[src/rtl/branch_predict_unit_if.sv]
// Fetch-side prediction and EX-side resolution signals of the branch predict unit.
interface branch_predict_unit_if #(
  parameter int unsigned XLEN  = 32,
  parameter int unsigned CNT_W = 32
);
  logic [XLEN-1:0]  fetch_pc;
  logic             predict_taken;
  logic             ex_valid;
  logic [XLEN-1:0]  ex_pc;
  logic             ex_branch;
  logic             ex_jump;
  logic [2:0]       ex_funct3;
  logic             ex_pred_taken;
  logic             zf;
  logic             slt;
  logic             sltu;
  logic             should_jump;
  logic             mispredict;
  logic             flush;
  logic             illegal_branch;
  logic [CNT_W-1:0] branch_count;
  logic [CNT_W-1:0] mispredict_count;

  // Pipeline side: supplies PCs and EX operands, consumes decisions.
  modport master (
    output fetch_pc, ex_valid, ex_pc, ex_branch, ex_jump, ex_funct3,
           ex_pred_taken, zf, slt, sltu,
    input  predict_taken, should_jump, mispredict, flush, illegal_branch,
           branch_count, mispredict_count
  );

  // Predictor side.
  modport slave (
    input  fetch_pc, ex_valid, ex_pc, ex_branch, ex_jump, ex_funct3,
           ex_pred_taken, zf, slt, sltu,
    output predict_taken, should_jump, mispredict, flush, illegal_branch,
           branch_count, mispredict_count
  );
endinterface

[src/rtl/branch_predict_unit.sv]
// RV32I branch resolution with a 2-bit saturating-counter BHT for fetch
// prediction, misprediction/flush generation and saturating perf counters.
module branch_predict_unit #(
  parameter int unsigned XLEN      = 32,
  parameter int unsigned BHT_DEPTH = 64,
  parameter int unsigned CNT_W     = 32,
  parameter logic [1:0]  BHT_INIT  = 2'b01
) (
  input logic                clk,
  input logic                rst,
  branch_predict_unit_if.slave bus
);
  localparam int unsigned IDX_W = $clog2(BHT_DEPTH);

  logic [1:0]       bht_q [BHT_DEPTH];
  logic [1:0]       entry_d;
  logic [CNT_W-1:0] branch_cnt_q;
  logic [CNT_W-1:0] mispred_cnt_q;

  logic [XLEN-1:0]  fetch_pc_w;
  logic [XLEN-1:0]  ex_pc_w;
  logic [IDX_W-1:0] fetch_idx;
  logic [IDX_W-1:0] ex_idx;
  logic             br_cond;
  logic             reserved;
  logic             ex_br;
  logic             should_jump;
  logic             mispredict;
  logic             upd;

  assign fetch_pc_w = bus.fetch_pc;
  assign ex_pc_w    = bus.ex_pc;
  // Word-aligned index: drop the two byte-offset bits, keep IDX_W bits.
  assign fetch_idx  = IDX_W'(fetch_pc_w >> 2);
  assign ex_idx     = IDX_W'(ex_pc_w >> 2);

  // Decode funct3 into the raw branch condition.
  always_comb begin
    br_cond  = 1'b0;
    reserved = 1'b0;
    case (bus.ex_funct3)
      3'b000:  br_cond = bus.zf;
      3'b001:  br_cond = !bus.zf;
      3'b100:  br_cond = bus.slt;
      3'b101:  br_cond = !bus.slt;
      3'b110:  br_cond = bus.sltu;
      3'b111:  br_cond = !bus.sltu;
      default: reserved = 1'b1;
    endcase
  end

  // Resolution: a jump overrides any branch qualifier on the same instruction.
  always_comb begin
    ex_br       = bus.ex_valid & bus.ex_branch;
    should_jump = bus.ex_valid & (bus.ex_jump | (bus.ex_branch & br_cond & !reserved));
    upd         = ex_br & !bus.ex_jump & !reserved;
    mispredict  = upd & (should_jump != bus.ex_pred_taken);
  end

  assign bus.predict_taken    = bht_q[fetch_idx][1];
  assign bus.should_jump      = should_jump;
  assign bus.mispredict       = mispredict;
  assign bus.flush            = mispredict | (bus.ex_valid & bus.ex_jump);
  assign bus.illegal_branch   = ex_br & reserved;
  assign bus.branch_count     = branch_cnt_q;
  assign bus.mispredict_count = mispred_cnt_q;

  // Saturating step of the counter addressed by the resolving branch.
  always_comb begin
    entry_d = bht_q[ex_idx];
    if (should_jump) begin
      if (entry_d != 2'b11) entry_d = entry_d + 2'b01;
    end else begin
      if (entry_d != 2'b00) entry_d = entry_d - 2'b01;
    end
  end

  // BHT write; the fetch read is unbypassed so a colliding read sees the old value.
  always_ff @(posedge clk or posedge rst) begin
    if (rst) begin
      for (int unsigned i = 0; i < BHT_DEPTH; i++) bht_q[i] <= BHT_INIT;
    end else if (upd) begin
      bht_q[ex_idx] <= entry_d;
    end
  end

  // Performance counters, holding at all-ones.
  always_ff @(posedge clk or posedge rst) begin
    if (rst) begin
      branch_cnt_q  <= '0;
      mispred_cnt_q <= '0;
    end else begin
      if (upd && branch_cnt_q != '1)        branch_cnt_q  <= branch_cnt_q + 1'b1;
      if (mispredict && mispred_cnt_q != '1) mispred_cnt_q <= mispred_cnt_q + 1'b1;
    end
  end
endmodule
[src/flat_wrapper.sv]
// flat-port wrapper written by rule: the top's interface ports become plain ports
module branch_predict_unit_flat 
#(
  parameter int unsigned XLEN      = 32,
  parameter int unsigned BHT_DEPTH = 64,
  parameter int unsigned CNT_W     = 32,
  parameter logic [1:0]  BHT_INIT  = 2'b01
)
  (clk, rst, bus_fetch_pc, bus_ex_valid, bus_ex_pc, bus_ex_branch, bus_ex_jump, bus_ex_funct3, bus_ex_pred_taken, bus_zf, bus_slt, bus_sltu, bus_predict_taken, bus_should_jump, bus_mispredict, bus_flush, bus_illegal_branch, bus_branch_count, bus_mispredict_count);
  branch_predict_unit_if #(.XLEN(XLEN), .CNT_W(CNT_W)) bus_i ();
  input logic clk;
  input logic rst;
  input wire logic [$bits(bus_i.fetch_pc)-1:0] bus_fetch_pc;
  input wire logic [$bits(bus_i.ex_valid)-1:0] bus_ex_valid;
  input wire logic [$bits(bus_i.ex_pc)-1:0] bus_ex_pc;
  input wire logic [$bits(bus_i.ex_branch)-1:0] bus_ex_branch;
  input wire logic [$bits(bus_i.ex_jump)-1:0] bus_ex_jump;
  input wire logic [$bits(bus_i.ex_funct3)-1:0] bus_ex_funct3;
  input wire logic [$bits(bus_i.ex_pred_taken)-1:0] bus_ex_pred_taken;
  input wire logic [$bits(bus_i.zf)-1:0] bus_zf;
  input wire logic [$bits(bus_i.slt)-1:0] bus_slt;
  input wire logic [$bits(bus_i.sltu)-1:0] bus_sltu;
  output wire logic [$bits(bus_i.predict_taken)-1:0] bus_predict_taken;
  output wire logic [$bits(bus_i.should_jump)-1:0] bus_should_jump;
  output wire logic [$bits(bus_i.mispredict)-1:0] bus_mispredict;
  output wire logic [$bits(bus_i.flush)-1:0] bus_flush;
  output wire logic [$bits(bus_i.illegal_branch)-1:0] bus_illegal_branch;
  output wire logic [$bits(bus_i.branch_count)-1:0] bus_branch_count;
  output wire logic [$bits(bus_i.mispredict_count)-1:0] bus_mispredict_count;
  assign bus_i.fetch_pc = bus_fetch_pc;
  assign bus_i.ex_valid = bus_ex_valid;
  assign bus_i.ex_pc = bus_ex_pc;
  assign bus_i.ex_branch = bus_ex_branch;
  assign bus_i.ex_jump = bus_ex_jump;
  assign bus_i.ex_funct3 = bus_ex_funct3;
  assign bus_i.ex_pred_taken = bus_ex_pred_taken;
  assign bus_i.zf = bus_zf;
  assign bus_i.slt = bus_slt;
  assign bus_i.sltu = bus_sltu;
  assign bus_predict_taken = bus_i.predict_taken;
  assign bus_should_jump = bus_i.should_jump;
  assign bus_mispredict = bus_i.mispredict;
  assign bus_flush = bus_i.flush;
  assign bus_illegal_branch = bus_i.illegal_branch;
  assign bus_branch_count = bus_i.branch_count;
  assign bus_mispredict_count = bus_i.mispredict_count;
  branch_predict_unit #(.XLEN(XLEN), .BHT_DEPTH(BHT_DEPTH), .CNT_W(CNT_W), .BHT_INIT(BHT_INIT)) u_core (.clk(clk), .rst(rst), .bus(bus_i));
endmodule
[config.mk]
export PLATFORM = sky130hd
export DESIGN_NAME = branch_predict_unit_flat
export DESIGN_NICKNAME = d
export VERILOG_FILES = /design/src/rtl/branch_predict_unit_if.sv /design/src/rtl/branch_predict_unit.sv /design/src/flat_wrapper.sv
export SDC_FILE = /design/constraint.sdc
export NUM_CORES = 1
export LEC_CHECK = 0
export ABC_AREA = 1
export BUFFER_PORTS_ARGS = -buffer_cell sky130_fd_sc_hd__buf_4
export CORE_MARGIN = 3
export CORE_UTILIZATION = 27
export CTS_BUF_LIST = sky130_fd_sc_hd__clkbuf_8
export CTS_CLUSTER_SIZE = 30
export DETAILED_ROUTE_END_ITERATION = 10
export GPL_TIMING_DRIVEN = 0
export HOLD_SLACK_MARGIN = 0.03
export RECOVER_POWER = 25
export SETUP_SLACK_MARGIN = 0.05
export SLEW_MARGIN = 30
export SYNTH_ARGS = -nofsm -noshare
export SYNTH_HDL_FRONTEND = slang
export SYNTH_SLANG_ARGS = --single-unit
[constraint.sdc]
create_clock -name clk -period 6.5 [get_ports clk]
set_input_delay 0.325 -clock clk [delete_from_list [all_inputs] [get_ports clk]]
set_output_delay 0.325 -clock clk [all_outputs]
set_load 0.01 [all_outputs]
==> out/qor.txt, run 1 <==
clock tree from TritonCTS: yes
share of synthesized cell area in and, or, nand and nor gates: 0.4201
largest net degree at the start of global routing: 76
total number of H-tree levels: 4
Power Density: 181.2 mW/mm^2
Cell Rows: 75
area fraction in compound gates after synthesis: 0.03745
top-area cell type share of the netlist area: 0.3016
post-detailed-route count of antenna-violating nets: 0
Post-Syn Area per Cell: 6.625 um^2
crit path kind: input pin to output pin
synthesis-to-layout area growth: 15.71%
post-synthesis sequential area ratio: 0.4225
unrepaired setup endpoints after global routing: false
gr ovfl total: 0
biggest fanout along the worst timing path: 10
First DRT Iteration DRCs: 1017
total I/O pin count: 145
Worst Max-Slew Pin Slew: 2453 ps
via total after detailed routing: 11700
most used standard cell by instance count after synthesis: sky130_fd_sc_hd__nand2_1
hold crit path type: input pin to flip-flop
required time of the critical path: 6170 ps
maximum frequency from static timing analysis: 0.3662 GHz
fraction of registers with async set or reset after synthesis: 1.000
Layout Utilization: 0.3175
total number of clock tree sinks: 192
data arrival time of the worst path: 2410 ps
GPL Wtd Cong: 0.9648
number of failing setup endpoints in the final timing report: 0
number of maximum-capacitance violations: 1
cell area after synthesis: 0.01156 mm^2
crit path capture type: output pin
fraction of synthesized cell area in xor and xnor cells: 0.04470
kind of launch point of the worst setup path: input pin
yosys warns: 0
dpl cells: 2376
Root Driver: sky130_fd_sc_hd__clkbuf_8
net count of the mapped netlist: 1823
length of the first detailed-routing pass in iterations: 6
global-route wire length before repair: 62.33 mm
number of diodes: 0
leak pwr: 0.006632 uW
Clock Latency Late Sink: 520 ps
dominant combinational cell family by area after synthesis: simple AND/OR/NAND/NOR gates
ratio of cells with drive above 1 in the final layout: 0.1273
Die Outline Area: 0.04534 mm^2
highest-delay cell along the critical path: sky130_fd_sc_hd__nor2_2
post-layout total power: 2425 uW
number of CTS-inserted buffers: 17
Primary FF master, synth: sky130_fd_sc_hd__dfrtp_1
input/output buffers: 90
number of vias per cell after detailed routing: 4.856
final number of hold-violating endpoints: 0
Slowest Stage Delay on Critical Path: 550 ps
initial cell density of the core: 0.2744
family with the most delay on the worst path: buffers and inverters
Total GRT Usage: 0.1771
worst clock skew: 23.23 ps
total wire length after detailed routing: 39.37 mm
worst-case headroom to the max-slew limit: -0.6444
Syn Inst Count: 1745
critical path buffer and inverter count: 5
initial antenna violation count: 1
Final min period: 2731 ps
period utilisation layout: 0.4201
detailed placement HPWL: 27.74 mm
deepest clock path buffer count: 2
die height: 212.9 um
Nets: 1935
number of enable-type register cells in the synthesized netlist: 0
Core Footprint: 0.04213 mm^2
per-cell routed wire length: 16.34 um
number of global-route vias before repair: 11370
IR drop worst, VDD: 0.1759 mV
status: finished with violations
Setup Slack @ Placement: 3804 ps
clock slew at the register clock pins of the worst setup and hold paths: 110 ps
fill cell count: 4581
Hold Slack: 371.0 ps
Worst Slack Setup Final: 3769 ps
pins over their slew limit: 53
cell breakdown of the critical path: buf_4 > inv_2 > nor2_1 > nor2_1 > nand2_1 > clkbuf_1 > nor2_2 > buf_2 > buf_4
flop and latch count out of synthesis: 192
post-CTS sizing: 0
number of design rule violations left after detail routing: 0
cell types occupying the most area after synthesis: sky130_fd_sc_hd__nand2_1, sky130_fd_sc_hd__dfrtp_1, sky130_fd_sc_hd__dfstp_2
synth unique cells: 31
final cell count without fillers: 2409
library cell with the largest summed area after synthesis: sky130_fd_sc_hd__nand2_1
violations in the final reports: capacitance limit, slew limit
Commonest cells post-synth: sky130_fd_sc_hd__nand2_1, sky130_fd_sc_hd__inv_1, sky130_fd_sc_hd__dfrtp_1, sky130_fd_sc_hd__nor2_1, sky130_fd_sc_hd__nor3_1
mux share of post-synthesis cell area: 0
Adder-Cell Fraction of Synth Area: 0.002165
die outline width: 212.9 um
-- power by group --
group          internal [uW]  switching (uW)  leakage [uW]  total, uW
clock                    362             467      0.000195        829
combinational            105             216       0.00401        321
sequential              1240            37.2       0.00242       1270
-- kinds of logic after synthesis --
group | after synthesis
and+or+nand+nor | 1220
AOI/OAI and AO/OA | 73
buffers and inverters | 199
DFF | 192
adders and majority gates | 2
xor gates and xnor gates | 59
-- area by class of cell --
type	instances	area, um^2	area share
clock buffer	19	261.5	0.01955
sequential	192	4885	0.3651
clock inverter	13	138.9	0.01038
timing repair buffer	93	740.7	0.05537
multi-input combinational	1354	5832	0.4359
inverter	135	508.0	0.03797
buffer	64	337.8	0.02525
tap	539	674.4	0.05041
-- flip-flops by register name (all words and copies together), names as in the netlist --
register and count:
u_core.bht_q 128, u_core.bus.mispredict_count 32, u_core.bus.branch_count 32
-- worst register-to-register path: stages (launching register included) --
cell,delay [ps]
sky130_fd_sc_hd__dfrtp_1,450
sky130_fd_sc_hd__nand3_1,150
sky130_fd_sc_hd__nor2_1,280
sky130_fd_sc_hd__nand2_1,180
sky130_fd_sc_hd__nor2_1,300
sky130_fd_sc_hd__nand2_1,220
sky130_fd_sc_hd__nor3_1,270
sky130_fd_sc_hd__nand2_1,140
sky130_fd_sc_hd__o21bai_1,140
sky130_fd_sc_hd__nand2_1,60
sky130_fd_sc_hd__nand3_1,60
sky130_fd_sc_hd__nand2_1,60
-- through the flow --
step | setup TNS (ps) | instance area [um^2]
2_1_floorplan | 0 | 11560
3_3_place_gp | -174830 | 12910
3_5_place_dp | 0 | 12970
4_1_cts | 0 | 13380
5_1_grt | 0 | 13380
6_report | 0 | 13380
-- path summary, 6_finish.rpt --
check	start	slack (ps)	to	depth (start not counted)
worst max-delay path	bus_ex_funct3[1]	3770	bus_mispredict	9
worst min-delay path	bus_ex_pred_taken	370	u_core.bus.mispredict_count[0]	6
worst max register to register	u_core.bus.mispredict_count[2]	4080	u_core.bus.mispredict_count[19]	11
worst min register to register	u_core.bht_q[38]	470	u_core.bht_q[38]	2
max in group asynchronous	rst	3870	u_core.bht_q[72]	5
min in group asynchronous	rst	1040	u_core.bus.mispredict_count[1]	3
-- layer usage --
layer	up-vias	global-route usage	part of all wire	wire length, um
met5	-	0	0.00018	7
met3	87	0.04937	0.087	3445
li1	5630	-	-	-
met1	5473	0.2361	0.44	17290
met4	2	0.05781	0.028	1116
met2	506	0.2783	0.44	17510
-- placed cells by master (no fill, tap or decap), types with 10 or more instances in the layout --
master | Yosys | layout
sky130_fd_sc_hd__nand3_1 | 47 | 47
sky130_fd_sc_hd__o21ai_0 | 45 | 45
sky130_fd_sc_hd__nand4_1 | 18 | 18
sky130_fd_sc_hd__clkbuf_1 | 24 | 24
sky130_fd_sc_hd__nand2_1 | 929 | 929
sky130_fd_sc_hd__clkbuf_8 | 0 | 19
sky130_fd_sc_hd__dfrtp_1 | 128 | 128
sky130_fd_sc_hd__nor4_1 | 10 | 10
sky130_fd_sc_hd__inv_1 | 129 | 129
sky130_fd_sc_hd__nor3_1 | 94 | 94
sky130_fd_sc_hd__xnor2_1 | 23 | 23
sky130_fd_sc_hd__buf_4 | 17 | 106
sky130_fd_sc_hd__buf_2 | 21 | 21
sky130_fd_sc_hd__dfstp_2 | 64 | 64
sky130_fd_sc_hd__nor2_1 | 113 | 113
sky130_fd_sc_hd__xor2_1 | 36 | 36
-- timing repair --
action,4_1_cts,5_1_grt
hold buffers,1,0
endpoints found under the hold margin,52,0
setup buffers,0,0
(Power assumes the default switching activity.)
==> run 2, diff against run 1 <==
--- a/config.mk
+++ b/config.mk
@@ -5,7 +5,7 @@
 export SDC_FILE = /design/constraint.sdc
 export NUM_CORES = 1
 export LEC_CHECK = 0
-export ABC_AREA = 1
+export ABC_AREA = 0
 export BUFFER_PORTS_ARGS = -buffer_cell sky130_fd_sc_hd__buf_4
 export CORE_MARGIN = 3
 export CORE_UTILIZATION = 27
==> constraint.sdc (replaced) <==
create_clock -name clk -period 2.25 [get_ports clk]
set_input_delay 0.1125 -clock clk [delete_from_list [all_inputs] [get_ports clk]]
set_output_delay 0.1125 -clock clk [all_outputs]
set_load 0.01 [all_outputs]
==> out/qor.txt, run 2 <==
Commonest cells post-synth: sky130_fd_sc_hd__nor2_1, sky130_fd_sc_hd__a31oi_1, sky130_fd_sc_hd__dfrtp_1, sky130_fd_sc_hd__dfstp_2, sky130_fd_sc_hd__xnor2_1
Post-Syn Area per Cell: 10.33 um^2
final number of hold-violating endpoints: 0
largest net degree at the start of global routing: 30
yosys warns: 0
total number of H-tree levels: 4
pins over their slew limit: 0
synthesis-to-layout area growth: 34.99%
most used standard cell by instance count after synthesis: sky130_fd_sc_hd__nor2_1
leak pwr: 0.005515 uW
crit path kind: flip-flop to flip-flop
maximum frequency from static timing analysis: 0.3650 GHz
number of design rule violations left after detail routing: 0
top-area cell type share of the netlist area: 0.3204
status: finished with violations
worst clock skew: 10.66 ps
R2R setup slack: -490 ps
kind of launch point of the worst setup path: flip-flop
number of failing setup endpoints in the final timing report: 142
initial antenna violation count: 0
violations in the final reports: setup timing
via total after detailed routing: 8889
Power Density: 586.9 mW/mm^2
Clock Latency Late Sink: 490 ps
leading cell type in the layout, fill and taps excluded: sky130_fd_sc_hd__nor2_1
total I/O pin count: 145
cell area after synthesis: 0.009997 mm^2
die outline width: 198.4 um
library cell with the largest summed area after synthesis: sky130_fd_sc_hd__dfrtp_1
total wire length after detailed routing: 33.71 mm
post-detailed-route count of antenna-violating nets: 0
per-cell routed wire length: 20.89 um
input/output buffers: 88
Final min period: 2740 ps
Cell Rows: 69
data arrival time of the worst path: 3100 ps
Largest register FFs: 128
Syn Inst Count: 968
flop and latch count out of synthesis: 192
gr ovfl total: 0
period utilisation layout: 1.218
number of vias per cell after detailed routing: 5.507
number of CTS-inserted buffers: 17
post-layout total power: 7920 uW
Core Footprint: 0.03600 mm^2
deepest clock path buffer count: 2
Primary FF master, synth: sky130_fd_sc_hd__dfrtp_1
worst-case headroom to the max-slew limit: 0.2833
Root Driver: sky130_fd_sc_hd__clkbuf_8
Nets: 1218
commonest cells after routing, fill and taps aside: sky130_fd_sc_hd__nor2_1, sky130_fd_sc_hd__buf_4, sky130_fd_sc_hd__dfrtp_1, sky130_fd_sc_hd__a31oi_1, sky130_fd_sc_hd__dfstp_2
cell types occupying the most area after synthesis: sky130_fd_sc_hd__dfrtp_1, sky130_fd_sc_hd__dfstp_2, sky130_fd_sc_hd__a31oi_1
synth unique cells: 64
GPL Wtd Cong: 0.9175
clock tree from TritonCTS: yes
net count of the mapped netlist: 1046
First DRT Iteration DRCs: 784
Die Outline Area: 0.03937 mm^2
hold crit path type: input pin to flip-flop
required time of the critical path: 2610 ps
Total GRT Usage: 0.1690
IR drop worst, VDD: 0.4212 mV
crit path capture type: flip-flop
number of diodes: 0
initial cell density of the core: 0.2777
clock slew at the register clock pins of the worst setup and hold paths: 100 ps
ratio of cells with drive above 1 in the final layout: 0.3747
Layout Utilization: 0.3749
post-synthesis sequential area ratio: 0.4886
die height: 198.4 um
number of global-route vias before repair: 8668
biggest fanout along the worst timing path: 6
number of enable-type register cells in the synthesized netlist: 0
largest reg by FF count: u_core.bht_q
fraction of registers with async set or reset after synthesis: 1.000
global-route wire length before repair: 51.61 mm
detailed placement HPWL: 21.64 mm
number of maximum-capacitance violations: 0
area post-placement: 0.01144 mm^2
Worst Max-Slew Pin Slew: 1069 ps
length of the first detailed-routing pass in iterations: 5
total number of clock tree sinks: 192
finished layout cell area: 0.01350 mm^2
unrepaired setup endpoints after global routing: true
Worst Slack Setup Final: -489.9 ps
## run 2: path summary, 6_finish.rpt
kind,from,endpoint,depth (start not counted)
max,u_core.bht_q[91],u_core.bht_q[115],9
max reg2reg,u_core.bht_q[91],u_core.bht_q[115],9
min reg2reg,u_core.bus.branch_count[8],u_core.bus.branch_count[8],1
max in group asynchronous,rst,u_core.bht_q[60],7
min in group asynchronous,rst,u_core.bus.mispredict_count[0],3
min,bus_ex_jump,u_core.bus.branch_count[1],4
## run 2: metrics by stage
stage	TNS, ps	std cells	hold slack, ps	setup WS (ps)
3_3_place_gp	-427750	1517	481.5	-1587
5_1_grt	-78010	1614	136.1	-541.8
6_report	-58560	1614	144.2	-489.9
3_5_place_dp	-178640	1525	203.1	-1418
2_1_floorplan	-64200	968	353.1	-286.7
4_1_cts	-50240	1599	60.75	-456.9
## run 2: layer usage
metal | global-route usage | vias up | share of wire
li1 | - | 3917 | -
met1 | 0.2258 | 4470 | 0.41
met2 | 0.2637 | 407 | 0.47
met3 | 0.02575 | 95 | 0.066
met4 | 0.09474 | 0 | 0.050
met5 | 0 | - | 0
## run 2: cell type report
class / count / area (um^2)
clock inverters: 15 / 136.4
multi-input cells: 700 / 5560
plain buffers: 54 / 518.0
flip-flops and latches: 192 / 4891
well taps: 461 / 576.8
fillers: 3377 / 22510
inverters: 21 / 80.08
clock buffers: 17 / 234.0
repair buffers: 154 / 1499
## run 2: worst max-delay path, cell delays in order, from the launching register on
cell                        delay [ps]
sky130_fd_sc_hd__dfrtp_1           430
sky130_fd_sc_hd__mux2_4            290
sky130_fd_sc_hd__a221o_1           330
sky130_fd_sc_hd__a221o_1           380
sky130_fd_sc_hd__o2111ai_2         130
sky130_fd_sc_hd__o311ai_4          200
sky130_fd_sc_hd__o31ai_4           370
sky130_fd_sc_hd__buf_6             250
sky130_fd_sc_hd__buf_12            160
sky130_fd_sc_hd__a31oi_4            80
## run 2: what timing repair did
item	4_1_cts	5_1_grt
hold buffers	1	0
cloned	6	5
setup endpoints to repair	193	175
resized for setup	108	81
pin swaps	60	37
hold endpoints to repair	55	0
setup buffers	36	12
## run 2: logic make-up after synthesis
| kind of cell | Yosys count | share of synthesized area |
|---|---|---|
| fa+ha+maj | 2 | 0.002503 |
| mux | 56 | 0.1003 |
| simple gates | 385 | 0.1777 |
| compound gates | 192 | 0.1315 |
| flops | 192 | 0.4886 |
| xor+xnor | 65 | 0.05695 |
| buf+inv | 76 | 0.04243 |
## run 2: where the power goes
part	leakage, uW	switching, uW	internal (uW)
Clock	0.000186	1370	893
Combinational	0.00295	960	747
Sequential	0.00238	210	3740
